### src/rtl/and_i8_share_arbiter.sv
// and_i8_share_arbiter: round-robin arbiter that time-shares one registered
// 8-bit AND unit between NUM_REQ requesters. The result returns on a tagged
// valid/ready response channel.
// Optional: define ARB_OP_COUNT_EN to add a saturating 16-bit op_count output.
module and_i8_share_arbiter #(
  parameter int unsigned NUM_REQ = 4,
  parameter int unsigned WIDTH   = 8,
  parameter int unsigned ID_W    = 2
) (
  input  logic                       clock,
  input  logic                       reset,
  input  logic [NUM_REQ-1:0]         req_valid,
  output logic [NUM_REQ-1:0]         req_ready,
  input  logic [NUM_REQ*WIDTH-1:0]   req_a,
  input  logic [NUM_REQ*WIDTH-1:0]   req_b,
  output logic                       rsp_valid,
  input  logic                       rsp_ready,
  output logic [ID_W-1:0]            rsp_id,
`ifdef ARB_OP_COUNT_EN
  output logic [15:0]                op_count,
`endif
  output logic [WIDTH-1:0]           rsp_y
);

  typedef enum logic [1:0] {
    IDLE = 2'd0,
    EXEC = 2'd1,
    RESP = 2'd2
  } state_t;

  state_t                r_state;
  state_t                w_state_nxt;
  logic [ID_W-1:0]       r_rr_ptr;
  logic [ID_W-1:0]       r_id;
  logic [WIDTH-1:0]      r_a;
  logic [WIDTH-1:0]      r_b;
  logic [WIDTH-1:0]      r_y;
  logic                  w_any;
  logic [ID_W-1:0]       w_grant;
  logic [ID_W-1:0]       w_idx;
  logic [WIDTH-1:0]      w_a;
  logic [WIDTH-1:0]      w_b;
  logic                  w_accept;
  logic [NUM_REQ-1:0]    w_req_ready;

  // Round-robin search: first valid requester upward from rr_ptr+1, wrapping.
  always_comb begin
    w_any   = 1'b0;
    w_grant = '0;
    w_idx   = '0;
    for (int unsigned k = 1; k <= NUM_REQ; k++) begin
      w_idx = ID_W'((32'(r_rr_ptr) + k) % NUM_REQ);
      if (!w_any && req_valid[w_idx]) begin
        w_any   = 1'b1;
        w_grant = w_idx;
      end
    end
  end

  // Operand mux for the granted requester.
  always_comb begin
    w_a = req_a[32'(w_grant)*WIDTH +: WIDTH];
    w_b = req_b[32'(w_grant)*WIDTH +: WIDTH];
  end

  // FSM state register.
  always_ff @(posedge clock) begin
    if (reset) r_state <= IDLE;
    else       r_state <= w_state_nxt;
  end

  // FSM next-state and request handshake; grant is accepted in the same cycle.
  always_comb begin
    w_state_nxt = r_state;
    w_req_ready = '0;
    w_accept    = 1'b0;
    unique case (r_state)
      IDLE: begin
        if (w_any) begin
          w_req_ready[w_grant] = 1'b1;
          w_accept             = 1'b1;
          w_state_nxt          = EXEC;
        end
      end
      EXEC:    w_state_nxt = RESP;
      RESP:    if (rsp_ready) w_state_nxt = IDLE;
      default: w_state_nxt = IDLE;
    endcase
  end

  // Shared AND unit: input registers latched on accept, result registered in EXEC.
  always_ff @(posedge clock) begin
    if (reset) begin
      r_a      <= '0;
      r_b      <= '0;
      r_y      <= '0;
      r_id     <= '0;
      r_rr_ptr <= ID_W'(NUM_REQ - 1);
    end else begin
      if (w_accept) begin
        r_a      <= w_a;
        r_b      <= w_b;
        r_id     <= w_grant;
        r_rr_ptr <= w_grant;
      end
      if (r_state == EXEC) r_y <= r_a & r_b;
    end
  end

`ifdef ARB_OP_COUNT_EN
  logic [15:0] r_op_count;

  // Saturating count of accepted responses.
  always_ff @(posedge clock) begin
    if (reset)                                          r_op_count <= '0;
    else if (rsp_valid && rsp_ready && r_op_count != '1) r_op_count <= r_op_count + 16'd1;
  end

  assign op_count = r_op_count;
`endif

  assign req_ready = w_req_ready;
  assign rsp_valid = (r_state == RESP);
  assign rsp_id    = r_id;
  assign rsp_y     = r_y;

endmodule

### config.mk
export PLATFORM = sky130hd
export DESIGN_NAME = and_i8_share_arbiter
export DESIGN_NICKNAME = d
export VERILOG_FILES = /design/src/rtl/and_i8_share_arbiter.sv
export SDC_FILE = /design/constraint.sdc
export NUM_CORES = 1
export LEC_CHECK = 0
export CAP_MARGIN = 0
export CORE_MARGIN = 1.5
export CORE_UTILIZATION = 27
export CTS_CLUSTER_DIAMETER = 40
export DETAILED_ROUTE_END_ITERATION = 16
export SLEW_MARGIN = 5
export SYNTH_ARGS = -nofsm -noshare
export SYNTH_HDL_FRONTEND = slang
export SYNTH_SLANG_ARGS = --single-unit
### constraint.sdc
create_clock -name clock -period 2.2 [get_ports clock]
set_input_delay 0.33 -clock clock [delete_from_list [all_inputs] [get_ports clock]]
set_output_delay 0.33 -clock clock [all_outputs]
set_load 0.02 [all_outputs]
==> reports/results.ini <==
[die]
placementRows=28
dieArea_um2=6730
floorplan.initialDensity_pct=28.2
core_area_um2=5990
ioPinCount=86
die_height_um=82.0
die_width_um=82.0

[route]
drc=0
via_per_inst=4.81
mean_routed_wirelength_per_cell_um=13.8
detail_route.wirelength_um=5070
route.antenna.remaining_nets=0
routed-via-count=1767
drtIter0Drc=57
drt_pass_1_iters=4

[grt]
grt.total_usage_pct=15.5
grt_max_degree=30
first_global_vias=1659
antenna_violations_before_repair=0
global_route_wire_length_before_repair_um=7860
residual_overflow_from_global_routing=0

[critical_path]
required_ns=1.87
crit_path_frequent_cell=nor2_1
start_kind=primary input
cp_top_delay_family=buffers and inverters
path_buf_inv=3
timing.critical_path.fanout_max=3
worst_ep_arrival_time_ns=1.77
end_kind=output pin
crit_chain=clkdlybuf4s50_1, nor2_1, buf_4, a21boi_2, o31ai_4, nor2_1, clkdlybuf4s15_1
timing.setup.critical_path_class=in -> out
slowest_delay_ns=0.50
critPathSlowestCell=clkdlybuf4s50_1

[clock_tree]
cts_num_sinks=30
clockRootBuffer=clkbuf_8
cts_resized=15
cts_made_buffers=5
clock_tree_from_tritoncts=done
cts_max_path_buffers=2
worst_skew_pair.late_latency_ns=0.28
cts.hold.buffers_added=0
clk_pin_slew_ns=0.06
postCtsSetupBuffers=0
htree_num_levels=2

[synth]
ys_ff_latch=30
yosys-top-cells-area=dfxtp_1 (36%), mux2i_1 (15%), a211oi_1 (9.8%)
synth.distinct_cells=31
syn_nets=258
top_cells_by_instance_count_after_synthesis=dfxtp_1 (30), mux2i_1 (26), a211oi_1 (22), a21oi_1 (12), nand2_1 (12)
postSynth.asyncResetShare_pct=0
synthesis.instances=187
ys_dominant_reg_cell=dfxtp_1
synth-seq-area-share_pct=35.6
syn_area_um2=1690
ys.warnings.count=0
netlist.area_leader.share_pct=35.6
syn-mean-instance-area_um2=9.02
synth_edf_count=0
synth_largest_area_cell=dfxtp_1
synth.most_common_cell=dfxtp_1

[hold_path]
timing.hold.worst.class=reg -> reg

[final_layout]
multi_input_area_um2=1010
areaGrowthSynthToFinish_pct=69.3
post_route_cells_drive_above_1_share_pct=15.8
layoutNonFillerInstCount=367
register_area_um2=601
diodes=0
num-fill-cells=574
finalNetCount=362
final_design_utilization_pct=47.7
finalInstanceArea_um2=2860

[power]
comb_power_share_pct=37.1
p_sw_mw=0.542
power_report.internal_total_mw=1.22
irDropWorstVdd_mv=0.271
power.static_leakage_nw=1.20
p_per_area_nw_per_um2=617
fraction_of_power_spent_switching_nets_pct=30.8
sequentialPowerShare_pct=37.4
clock_share_of_power_pct=25.5

[timing]
max_slew.worst_pin.slew_ns=0.384
hold_viol_final=0
slew_headroom_pct=74.4
skew_ns=0.00481
max_freq_mhz=476
timing.final.crit_period_ns=2.10
setup_viol=0
slew_viol_final=0
grt_setup_unrepaired=false
fin_crit_sh_pct=95.5

[placement]
place_inst=359
place_congestion=0.766
hpwlAfterDp_um=3880
placedInstanceArea_um2=2740
placement.io_buffers=85

[run]
max_cap_viol_count=0

[outcome]
run_status=complete, no violations

==> worst reg2reg max path, cell delays in order (launching register included) <==
cell	delay (ns)
dfxtp_1	0.47
nand2_1	0.09
o22ai_1	0.20
or3_1	0.17
buf_4	0.33
mux2i_1	0.29
o221ai_1	0.14
==> final timing paths <==
path	startpoint	to	slack [ns]	cells after the start
setup reg to reg	r_rr_ptr[1]	r_a[6]	0.41	6
setup / recovery	req_valid[2]	req_ready[1]	0.1	7
hold / removal	rsp_y[6]	rsp_y[6]	0.45	2
hold reg to reg	rsp_y[6]	rsp_y[6]	0.45	2
==> cell type report <==
class | instances | share of cell area [%]
tap | 75 | 3.29
sequential | 30 | 21.0
inverter | 9 | 1.18
clock inverter | 1 | 0.175
timing repair buffer | 109 | 36.1
multi-input combinational | 136 | 35.2
clock buffer | 7 | 3.02
==> power groups by stage <==
stage,clock (mW),sequential (mW),combinational (mW)
3_5_place_dp,0,0.668,0.653
6_report,0.449,0.658,0.653
5_1_grt,0.490,0.667,0.709
4_1_cts,0.461,0.657,0.656
3_3_place_gp,0,0.667,0.648
2_1_floorplan,0,0.667,0.355
==> layer usage <==
| metal | vias up | global-route usage [%] | wire length, um |
|---|---|---|---|
| li1 | 906 | - | - |
| met4 | 0 | 4.07 | 39 |
| met2 | 40 | 25.0 | 2470 |
| met3 | 5 | 3.33 | 203 |
| met5 | - | 0 | 0 |
| met1 | 816 | 20.8 | 2350 |
==> stage by stage <==
stage                     power [mW]  worst slack [ns]  TNS [ns]  hold slack, ns
final                           1.76            0.0986         0           0.448
after global placement          1.32            -0.404     -2.47           0.438
after floorplan                 1.02             0.231         0           0.445
after detailed placement        1.32            -0.410     -2.54           0.442
after global routing            1.87            0.0214         0           0.485
after CTS                       1.77           0.00264         0           0.451
==> sequential cells by signal (all words and copies together) (netlist names) <==
name	cells
rsp_y	8
rsp_id	2
r_b	8
r_a	8
r_state	2
r_rr_ptr	2
==> cell families (layout without fill, tap and decap cells) <==
logic type | Yosys count | count (layout) | share of synthesized area [%]
simple gates | 52 | 52 | 17.4
compound gates | 58 | 58 | 25.6
mux | 26 | 26 | 15.4
buf+inv | 21 | 126 | 6.01
flops | 30 | 30 | 35.6
==> cells in the final DEF (no fill, tap or decap), types with 2 or more instances in the layout <==
master            n
buf_4            24
dlymetal6s2s_1    3
o21bai_1          8
nand2b_1          3
nor2b_1           3
dfxtp_1          30
clkdlybuf4s50_1  78
o221ai_1          9
nand3b_1          9
nand3_1           8
nand2_2           2
nor2_1           10
clkbuf_8          6
buf_2             2
mux2i_1          25
a211oi_1         21
a21oi_1          11
inv_1             8
nand2_1          12
Note: power is estimated with default switching activity, not from simulation.
